[src/rtl/sdr_mon_pkg.sv]
// Shared types for the SDRAM bank protocol monitor: command decode, bank states and
// violation codes.
package sdr_mon_pkg;

    typedef enum logic [3:0] {
        CmdLmr = 4'b0000,
        CmdRef = 4'b0001,
        CmdPre = 4'b0010,
        CmdAct = 4'b0011,
        CmdWr  = 4'b0100,
        CmdRd  = 4'b0101,
        CmdBst = 4'b0110,
        CmdNop = 4'b0111
    } cmd_t;

    typedef enum logic [2:0] {
        BkIdle,
        BkActivating,
        BkActive,
        BkPrecharging,
        BkRefreshing
    } bank_state_t;

    typedef enum logic [2:0] {
        VNone        = 3'd0,
        VActNotIdle  = 3'd1,
        VRwNotActive = 3'd2,
        VTiming      = 3'd4,
        VNotAllIdle  = 3'd5,
        VBadBank     = 3'd6
    } viol_code_t;

    function automatic cmd_t decode_cmd(input logic cs_n, input logic ras_n,
                                        input logic cas_n, input logic we_n);
        if (cs_n) begin
            return CmdNop;
        end
        return cmd_t'({1'b0, ras_n, cas_n, we_n});
    endfunction

endpackage

[src/rtl/sdr_bank_fsm.sv]
// State and timing countdown for one SDRAM bank; advances only on commands the
// top level has already judged legal.
module sdr_bank_fsm
    import sdr_mon_pkg::*;
#(
    parameter int unsigned TmrW = 4,
    parameter int unsigned TRcd = 2,
    parameter int unsigned TRp  = 2,
    parameter int unsigned TRfc = 7
) (
    input  logic       clk_i,
    input  logic       rst_i,
    input  logic       en_i,
    input  logic [3:0] cmd_i,
    input  logic       hit_i,
    input  logic       a10_i,
    input  logic       allow_i,
    output logic [2:0] state_o,
    output logic       busy_o
);

    localparam logic [TmrW-1:0] LdRcd = TmrW'(TRcd - 1);
    localparam logic [TmrW-1:0] LdRp  = TmrW'(TRp - 1);
    localparam logic [TmrW-1:0] LdRfc = TmrW'(TRfc - 1);

    bank_state_t     state_q, state_d;
    logic [TmrW-1:0] tmr_q, tmr_d;
    cmd_t            cmd;

    assign cmd = cmd_t'(cmd_i);

    always_comb begin
        state_d = state_q;
        tmr_d   = tmr_q;
        if (tmr_q != '0) begin
            tmr_d = tmr_q - 1'b1;
        end
        if (allow_i) begin
            case (cmd)
                CmdAct: begin
                    if (hit_i) begin
                        state_d = BkActivating;
                        tmr_d   = LdRcd;
                    end
                end
                CmdRd, CmdWr: begin
                    if (hit_i && a10_i) begin
                        state_d = BkPrecharging;
                        tmr_d   = LdRp;
                    end
                end
                CmdPre: begin
                    if ((hit_i || a10_i) && state_q == BkActive) begin
                        state_d = BkPrecharging;
                        tmr_d   = LdRp;
                    end
                end
                CmdRef: begin
                    state_d = BkRefreshing;
                    tmr_d   = LdRfc;
                end
                default: ;
            endcase
        end
        // Transitional states settle the cycle the timer is zero, including 1-cycle loads.
        if (tmr_d == '0) begin
            case (state_d)
                BkActivating:                state_d = BkActive;
                BkPrecharging, BkRefreshing: state_d = BkIdle;
                default: ;
            endcase
        end
    end

    always_ff @(posedge clk_i) begin
        if (rst_i || !en_i) begin
            state_q <= BkIdle;
            tmr_q   <= '0;
        end else begin
            state_q <= state_d;
            tmr_q   <= tmr_d;
        end
    end

    assign state_o = state_q;
    assign busy_o  = (tmr_q != '0);

endmodule

[src/rtl/sdr_bank_monitor.sv]
// Passive multi-bank SDRAM command checker: per-bank FSMs plus legality decode,
// registered violation report and saturating violation counter.
module sdr_bank_monitor
    import sdr_mon_pkg::*;
#(
    parameter int unsigned NUM_BANKS = 4,
    parameter int unsigned BA_W      = 2,
    parameter int unsigned T_RCD     = 2,
    parameter int unsigned T_RP      = 2,
    parameter int unsigned T_RFC     = 7,
    parameter int unsigned CNT_W     = 16
) (
    input  logic                 sdram_clk,
    input  logic                 sdram_reset,
    input  logic                 sdr_init_done,
    input  logic                 sdr_cs_n,
    input  logic                 sdr_ras_n,
    input  logic                 sdr_cas_n,
    input  logic                 sdr_we_n,
    input  logic [BA_W-1:0]      sdr_ba,
    input  logic                 sdr_a10,
    output logic                 viol,
    output logic [2:0]           viol_code,
    output logic [BA_W-1:0]      viol_bank,
    output logic [CNT_W-1:0]     viol_cnt,
    output logic [NUM_BANKS-1:0] bank_open
);

    localparam int unsigned TMax1    = (T_RCD > T_RP) ? T_RCD : T_RP;
    localparam int unsigned TMax     = (TMax1 > T_RFC) ? TMax1 : T_RFC;
    localparam int unsigned TmrW     = $clog2(TMax) + 1;
    localparam logic [BA_W:0] NumBnk = (BA_W + 1)'(NUM_BANKS);

    cmd_t                 cmd;
    logic                 ba_ok;
    logic                 allow;
    bank_state_t          bank_st [NUM_BANKS];
    logic [NUM_BANKS-1:0] busy;
    logic [NUM_BANKS-1:0] hit;

    assign cmd   = decode_cmd(sdr_cs_n, sdr_ras_n, sdr_cas_n, sdr_we_n);
    assign ba_ok = ({1'b0, sdr_ba} < NumBnk);

    for (genvar g = 0; g < NUM_BANKS; g++) begin : g_bank
        logic [2:0] st;
        assign hit[g] = (sdr_ba == BA_W'(g));
        sdr_bank_fsm #(
            .TmrW (TmrW),
            .TRcd (T_RCD),
            .TRp  (T_RP),
            .TRfc (T_RFC)
        ) u_fsm (
            .clk_i   (sdram_clk),
            .rst_i   (sdram_reset),
            .en_i    (sdr_init_done),
            .cmd_i   (cmd),
            .hit_i   (hit[g]),
            .a10_i   (sdr_a10),
            .allow_i (allow),
            .state_o (st),
            .busy_o  (busy[g])
        );
        assign bank_st[g]   = bank_state_t'(st);
        assign bank_open[g] = (bank_st[g] == BkActivating) || (bank_st[g] == BkActive);
    end

    bank_state_t     sel_st;
    logic            sel_busy, all_idle, any_act;
    logic [BA_W-1:0] first_ni, first_act, bank_d;
    viol_code_t      code_d;

    // Scanning downward leaves the lowest offending index in first_ni / first_act.
    always_comb begin
        sel_st    = BkIdle;
        sel_busy  = 1'b0;
        all_idle  = 1'b1;
        any_act   = 1'b0;
        first_ni  = '0;
        first_act = '0;
        for (int i = int'(NUM_BANKS) - 1; i >= 0; i--) begin
            if (bank_st[i] != BkIdle || busy[i]) begin
                all_idle = 1'b0;
                first_ni = BA_W'(i);
            end
            if (bank_st[i] == BkActivating) begin
                any_act   = 1'b1;
                first_act = BA_W'(i);
            end
            if (hit[i]) begin
                sel_st   = bank_st[i];
                sel_busy = busy[i];
            end
        end

        code_d = VNone;
        bank_d = sdr_ba;
        case (cmd)
            CmdAct: begin
                if (!ba_ok)                                               code_d = VBadBank;
                else if (sel_st == BkActivating || sel_st == BkActive)    code_d = VActNotIdle;
                else if (sel_st != BkIdle || sel_busy)                    code_d = VTiming;
            end
            CmdRd, CmdWr: begin
                if (!ba_ok)                      code_d = VBadBank;
                else if (sel_st == BkActivating) code_d = VTiming;
                else if (sel_st != BkActive)     code_d = VRwNotActive;
            end
            CmdPre: begin
                if (sdr_a10) begin
                    if (any_act) begin
                        code_d = VTiming;
                        bank_d = first_act;
                    end
                end else if (!ba_ok) begin
                    code_d = VBadBank;
                end else if (sel_st == BkActivating) begin
                    code_d = VTiming;
                end
            end
            CmdRef, CmdLmr: begin
                if (!all_idle) begin
                    code_d = VNotAllIdle;
                    bank_d = first_ni;
                end
            end
            default: ;
        endcase
        if (!sdr_init_done) begin
            code_d = VNone;
        end
    end

    assign allow = (code_d == VNone);

    logic             viol_q;
    logic [2:0]       code_q;
    logic [BA_W-1:0]  bank_q;
    logic [CNT_W-1:0] cnt_q, cnt_d;

    always_comb begin
        cnt_d = cnt_q;
        if (code_d != VNone && cnt_q != '1) begin
            cnt_d = cnt_q + 1'b1;
        end
    end

    always_ff @(posedge sdram_clk) begin
        if (sdram_reset) begin
            viol_q <= 1'b0;
            code_q <= 3'd0;
            bank_q <= '0;
            cnt_q  <= '0;
        end else begin
            viol_q <= (code_d != VNone);
            code_q <= code_d;
            bank_q <= (code_d != VNone) ? bank_d : '0;
            cnt_q  <= cnt_d;
        end
    end

    assign viol      = viol_q;
    assign viol_code = code_q;
    assign viol_bank = bank_q;
    assign viol_cnt  = cnt_q;

endmodule

[config.mk]
export PLATFORM = sky130hd
export DESIGN_NAME = sdr_bank_monitor
export DESIGN_NICKNAME = d
export VERILOG_FILES = /design/src/rtl/sdr_mon_pkg.sv /design/src/rtl/sdr_bank_fsm.sv /design/src/rtl/sdr_bank_monitor.sv
export SDC_FILE = /design/constraint.sdc
export NUM_CORES = 1
export LEC_CHECK = 0
export CORE_MARGIN = 2
export CORE_UTILIZATION = 52
export DETAILED_ROUTE_END_ITERATION = 16
export PLACE_DENSITY = 0.77
export SLEW_MARGIN = 0
export SYNTH_ARGS = -nofsm -noshare
export SYNTH_HDL_FRONTEND = slang
export SYNTH_SLANG_ARGS = --single-unit
export TNS_END_PERCENT = 100
[constraint.sdc]
create_clock -name sdram_clk -period 3.29 [get_ports sdram_clk]
set_input_delay 0.329 -clock sdram_clk [delete_from_list [all_inputs] [get_ports sdram_clk]]
set_output_delay 0.329 -clock sdram_clk [all_outputs]
set_load 0.005 [all_outputs]
After elaboration in Yosys (flattened, before gate mapping)
Cells that the tools add are included.
{ "totals": {"ff_bits": 50, "latch_bits": 0, "ram_bits": 0, "rom_bits": 0, "in_bits": 10, "out_inout_bits": 26, "word_cells": 192, "n_memories": 0} }
{ "classes": {"addsub": 5, "mul": 0, "div": 0, "order_cmp": 0, "n_eq_ne": 32, "shift": 0, "n_mux": 93, "n_bitwise": 1, "reduce_logical": 49} }
{ "op_table": {"columns": ["op", "n"], "rows": [
  ["2-to-1 mux 3 bit", 32],
  ["2-to-1 mux 4 bit", 22],
  ["case mux 4 bit (4 select lines)", 4],
  ["case mux 3 bit (4 select lines)", 5],
  ["equality test 3 x 1 -> 1 bit (second input constant)", 9],
  ["equality test 3 x 2 -> 1 bit (second input constant)", 9],
  ["2-to-1 mux 2 bit", 12],
  ["case mux 3 bit (2 select lines)", 4],
  ["zero test 4 bit", 5],
  ["nonzero test 3 bit", 6],
  ["adder 16 x 1 -> 16 bit (second input constant)", 1],
  ["inequality test 16 bit (second input constant)", 1],
  ["nonzero test 4 bit", 4],
  ["subtractor 4 x 1 -> 4 bit (second input constant)", 4],
  ["logical OR 1 bit", 15],
  ["OR reduction 2 bit", 7],
  ["2-to-1 mux 1 bit", 13],
  ["equality test 3 bit (second input constant)", 4],
  ["logical AND 1 bit", 9],
  ["equality test 4 x 2 -> 1 bit (second input constant)", 2],
  ["equality test 4 x 3 -> 1 bit (second input constant)", 2],
  ["equality test 2 bit (second input constant)", 2],
  ["equality test 4 x 1 -> 1 bit (second input constant)", 1],
  ["case mux 2 bit (2 select lines)", 1],
  ["6 further kinds", 6]
]} }

Longest topological paths before layout
{ "depth": {"word_depth": 17, "depth_mapped": 13, "depth_no_buf": 11} }

Modules after synthesis
Synthesis repeated with hierarchy kept, for this count alone.
{ "unflattened": {"hier_cells": 506, "area_unflattened_um2": 4307.9} }
{ "modules_own_cells": {"columns": ["mod", "instances", "cells_each", "area_each_um2", "seq_area_each_um2"], "rows": [
  ["sdr_bank_fsm", 4, 80, 688.2, 140.1],
  ["sdr_bank_monitor", 1, 186, 1555.2, 440.4]
]} }

Worst setup path after synthesis
OpenSTA, ideal clock, no wires.
{ "synth_path": {"kind": "reg-to-reg", "start": "reg g_bank[1].u_fsm.tmr_q[0]", "end": "reg g_bank[1].u_fsm.state_q[1]", "t_arrival_ns": 3.164, "slack_ns": 0.067, "path_stages_with_launch": 12, "n_path_buf": 0, "cell_sequence": "dfxtp_1 -> inv_1 -> ha_1 -> or3b_4 -> or4_4 -> o31ai_4 -> o221ai_2 -> a21oi_2 -> o2111ai_2 -> a2111o_1 -> or4_1 -> nand2_1"} }
{ "synth_via": {"elab_chain_len": 14, "word_cells_on_any_way": 28, "classes_between": "1 x add/sub; 3 x eq/ne; 18 x mux; 6 x reduce/logical"} }
{ "synth_lines": {"columns": ["element", "line", "source"], "rows": [
  ["from (decl)", "sdr_bank_fsm.sv:27", "logic [TmrW-1:0] tmr_q, tmr_d;"],
  ["from (signal assigned)", "sdr_bank_fsm.sv:81", "tmr_q <= tmr_d;"],
  ["nonzero test 4 bit", "sdr_bank_fsm.sv:35, sdr_bank_fsm.sv:86", null],
  ["2-to-1 mux 1 bit (2 in series)", "sdr_bank_monitor.sv:89", "if (hit[i]) begin"],
  ["logical OR 1 bit", "sdr_bank_monitor.sv:101", "else if (sel_st != BkIdle || sel_busy) code_d = VTiming;"],
  ["2-to-1 mux 3 bit", "sdr_bank_monitor.sv:101", null],
  ["2-to-1 mux 3 bit", "sdr_bank_monitor.sv:100", "else if (sel_st == BkActivating || sel_st == BkActive) code_d = VActNotIdle;"],
  ["case mux 3 bit (4 select lines)", "sdr_bank_monitor.sv:97", "case (cmd)"],
  ["2-to-1 mux 3 bit", "sdr_bank_monitor.sv:128", "if (!sdr_init_done) begin"],
  ["zero test 3 bit", "sdr_bank_monitor.sv:133", "assign allow = (code_d == VNone);"],
  ["2-to-1 mux 3 bit", "sdr_bank_fsm.sv:38", "if (allow_i) begin"],
  ["equality test 3 x 2 -> 1 bit or equality test 3 bit (tied branches)", "sdr_bank_fsm.sv:67", "case (state_d)"],
  ["OR reduction 2 bit", "sdr_bank_fsm.sv:67", null],
  ["case mux 3 bit (2 select lines)", "sdr_bank_fsm.sv:67", null],
  ["2-to-1 mux 3 bit (*)", "sdr_bank_fsm.sv:66", "if (tmr_d == '0) begin"],
  ["to (signal assigned)", "sdr_bank_fsm.sv:77", "state_q <= BkIdle;"],
  ["to (signal assigned)", "sdr_bank_fsm.sv:80", "state_q <= state_d;"],
  ["to (decl)", "sdr_bank_fsm.sv:26", "bank_state_t state_q, state_d;"]
]} }
Mark *: on every way between the ends. The rest lies on a longest branch, timed or not.
A chain may end at the register's enable or synchronous reset.

Worst setup path in the final report
{ "layout_path": {"start": "reg g_bank[1].u_fsm.tmr_q[1]", "end": "reg g_bank[3].u_fsm.state_q[1]"} }
{ "layout_via": {"elab_chain_len": 14, "word_cells_on_any_way": 22, "classes_between": "3 x eq/ne; 13 x mux; 6 x reduce/logical"} }
{ "layout_lines": {"columns": ["element", "line", "source"], "rows": [
  ["nonzero test 4 bit (*)", "sdr_bank_fsm.sv:86", "assign busy_o = (tmr_q != '0);"],
  ["2-to-1 mux 1 bit (2 in series)", "sdr_bank_monitor.sv:89", null],
  ["logical OR 1 bit", "sdr_bank_monitor.sv:101", null],
  ["2-to-1 mux 3 bit", "sdr_bank_monitor.sv:101", null],
  ["2-to-1 mux 3 bit", "sdr_bank_monitor.sv:100", null],
  ["case mux 3 bit (4 select lines) (*)", "sdr_bank_monitor.sv:97", null],
  ["2-to-1 mux 3 bit (*)", "sdr_bank_monitor.sv:128", null],
  ["zero test 3 bit (*)", "sdr_bank_monitor.sv:133", null],
  ["2-to-1 mux 3 bit", "sdr_bank_fsm.sv:38", null],
  ["equality test 3 x 2 -> 1 bit or equality test 3 bit (tied branches)", "sdr_bank_fsm.sv:67", null],
  ["OR reduction 2 bit", "sdr_bank_fsm.sv:67", null],
  ["case mux 3 bit (2 select lines)", "sdr_bank_fsm.sv:67", null],
  ["2-to-1 mux 3 bit (*)", "sdr_bank_fsm.sv:66", null],
  ["to (signal assigned)", "sdr_bank_fsm.sv:77", null],
  ["to (signal assigned)", "sdr_bank_fsm.sv:80", null],
  ["to (decl)", "sdr_bank_fsm.sv:26", null]
]} }
Marked as above.

==> flow_metrics.tcl <==
set metrics [dict create \
    max_freq_mhz 298 \
    cts_tree "yes" \
    cts_sinks 50 \
    synth_top_family_by_area "simple AND/OR/NAND/NOR gates" \
    placedCellCount 601 \
    vias 3777 \
    finalNetCount 557 \
    root_buffer "clkbuf_8" \
    drt_pre_antenna_iters 10 \
    ys_seq_elements 50 \
    layout_commonest_cell "buf_4" \
    yosysWarningCount 0 \
    tightest_slew_ns 0.741 \
    synth.distinct_cells 72 \
    grt-ovfl-total 0 \
    yosysSeqAreaShare_pct 29.3 \
    clock_skew_ns 0.0110 \
    p_per_area_nw_per_um2 332 \
    drive_above_1_share_pct 24.4 \
    viasPerCell 6.12 \
    clkTransAtPathRegs_ns 0.09 \
    drv_cap 0 \
    clockBufferDepth 2 \
    die_area_um2 7230 \
    grt_antenna_before_repair 0 \
    p_leak_nw 1.85 \
    h-tree-depth 2 \
    routed_wl_um 10500 \
    ir_worst_vdd_uv 224 \
    synthesis.area_um2 3410 \
    yosys.area_share.simple_pct 27.1 \
    grt_pass1_wl_um 17000 \
    synth_edf_count 0 \
    drc_errors 0 \
    slowest_delay_ns 0.52 \
    fin_ws_ns -0.0710 \
    numCtsBuffers 5 \
    synth_xor_area_share_pct 6.41 \
    wl_per_cell_um 17.0 \
    whs_ns 0.544 \
    hold_violations 0 \
    die_w_um 85.0 \
    postRouteAntennaNets 0 \
    start_kind "flip-flop" \
    async_flop_share_pct 0 \
    gr-usage-all-layers_pct 28.7 \
    grt_max_degree 21 \
    endpoint_kind "flip-flop" \
    diodes 0 \
    status "complete, but fails checks" \
    synth_ff_type "dfxtp_1" \
    rsz0062_at_grt "yes" \
    syn_inst 437 \
    finalCriticalPeriod_ns 3.36 \
    critPathRequiredTime_ns 3.52 \
    syn2layout_area_growth_pct 35.4 \
    layoutNonFillerInstCount 617 \
    io_buffer_count 35 \
    synth.avg_cell_area_um2 7.81 \
    initial_core_util_pct 53.8 \
    crit_type "flip-flop to flip-flop" \
    final_cell_mix "buf_4, nor2_1, dfxtp_1, nand2_1, a21oi_1" \
    syn-num-nets 454 \
    dp_hpwl_um 7790 \
    cp_cell_sequence "inv_2, ha_4, or3b_4, or4_4, o31ai_4, o221ai_4, a21o_4, buf_6, nor3_4, o22ai_2, or4_1, a21oi_1" \
    final_util_pct 72.8 \
    grt_pass1_vias 3611 \
    slew_headroom_pct 50.5 \
    core_area_um2 6350 \
    fp.dieH_um 85.0 \
    hp-class "flip-flop to flip-flop" \
    hold_buffers 0 \
    drtIter0Drc 387 \
    synth_compound_area_share_pct 26.8 \
    setup_viol 2 \
    synth_adder_area_share_pct 2.57 \
    io-pin-count 36 \
    num_rows 29 \
    drv_slew 0 \
    fin_crit_sh_pct 102 \
    crit_slowest_cell "or4_4" \
    gp_congestion 1.01 \
    violations "setup timing" \
    clk_latency_ns 0.31 \
    synth.mux.area_fraction_pct 3.26 \
    crit_arrival_ns 3.59 \
    cp_max_fo 6 \
]
-- final cells by class --
cell class                      instances  area [um2]
Multi-Input combinational cell        349        2370
Fill cell                             477        1730
Sequential cell                        50        1000
Timing Repair Buffer                  116         972
Tap cell                               77        96.3
Clock buffer                            5        68.8
Inverter                               18        67.6
Clock inverter                          2        38.8
-- repair_timing --
action	in CTS	in global routing
buffers inserted	0	9
resized for setup	3	28
setup endpoints to repair	3	10
gates cloned	0	0
endpoints found under the hold margin	0	0
pin swaps	1	8
-- critical path, delay by kind of cell, from the launching register on --
| family | cells | cell delay (ns) |
|---|---|---|
| buf+inv | 2 | 0.20 |
| simple gates | 4 | 1.62 |
| compound gates | 5 | 1.00 |
| fa+ha+maj | 1 | 0.13 |
| flops | 1 | 0.33 |
-- registers in the layout (all words and copies together) (netlist names) --
| register | count |
|---|---|
| viol_code | 3 |
| viol_cnt | 16 |
| viol | 1 |
| g_bank.u_fsm.tmr_q | 16 |
| viol_bank | 2 |
| g_bank.u_fsm.state_o | 12 |
-- through the flow --
stage	instance area, um2	TNS (ns)	power [mW]	setup WS [ns]
floorplan	3410	0	0.899	0.0666
global placement	4320	-0.828	1.05	-0.179
detailed placement	4320	-2.61	1.06	-0.308
CTS	4440	0	1.49	0.00194
global route	4620	-0.368	1.60	-0.152
finish	4620	-0.0821	1.53	-0.0710
-- logic make-up (layout without fill, tap and decap cells) --
kind of cell               after synthesis  count (layout)
buffers and inverters                   38             141
xor gates and xnor gates                25              25
AOI/OAI and AO/OA                      131             131
and+or+nand+nor                        180             180
muxes                                    6               6
DFF                                     50              50
adders and majority gates                7               7
-- routing by layer --
layer / routed length (um) / GRT usage (%) / vias to the layer above
met5: 0 / 0 / -
met2: 4780 / 46.1 / 194
li1: - / - / 1809
met1: 4530 / 37.8 / 1735
met3: 791 / 4.38 / 39
met4: 387 / 13.9 / 0
-- synth_stat cells, types with 5 or more instances --
cell type | count | area share [%]
xnor2_1 | 10 | 2.6
nand2_1 | 38 | 4.2
xor2_1 | 15 | 3.8
nand2b_1 | 7 | 1.3
nand3_1 | 16 | 2.3
a21oi_1 | 39 | 5.7
inv_1 | 18 | 2.0
o21ai_0 | 21 | 3.1
nor3b_1 | 5 | 1.1
a211oi_1 | 6 | 1.3
a21o_1 | 5 | 1.1
nor2b_1 | 5 | 0.92
ha_1 | 7 | 2.6
clkbuf_1 | 16 | 1.8
nand4_1 | 5 | 0.92
o31ai_1 | 8 | 1.8
nor3_1 | 18 | 2.6
nor2_1 | 51 | 5.6
or4_1 | 5 | 1.1
o211ai_1 | 7 | 1.5
and3_1 | 6 | 1.1
dfxtp_1 | 50 | 29
-- report_power, final --
group          switching [mW]  leakage, nW  internal, mW
Combinational           0.249         1.39         0.228
Sequential             0.0109        0.404         0.618
Clock                   0.204       0.0542         0.224
-- worst paths after layout --
| kind | from | endpoint | slack [ns] | cells past startpoint |
|---|---|---|---|---|
| hold / removal | viol_cnt[12]$_SDFFE_PP0P_ | viol_cnt[12]$_SDFFE_PP0P_ | 0.54 | 2 |
| setup / recovery | g_bank[1].u_fsm.tmr_q[1]$_SDFF_PP0_ | g_bank[3].u_fsm.state_o[1]$_SDFF_PP0_ | -0.07 | 12 |
| hold reg to reg | viol_cnt[12]$_SDFFE_PP0P_ | viol_cnt[12]$_SDFFE_PP0P_ | 0.54 | 2 |
| setup reg to reg | g_bank[1].u_fsm.tmr_q[1]$_SDFF_PP0_ | g_bank[3].u_fsm.state_o[1]$_SDFF_PP0_ | -0.07 | 12 |
Power figures use the tool's default switching activity.
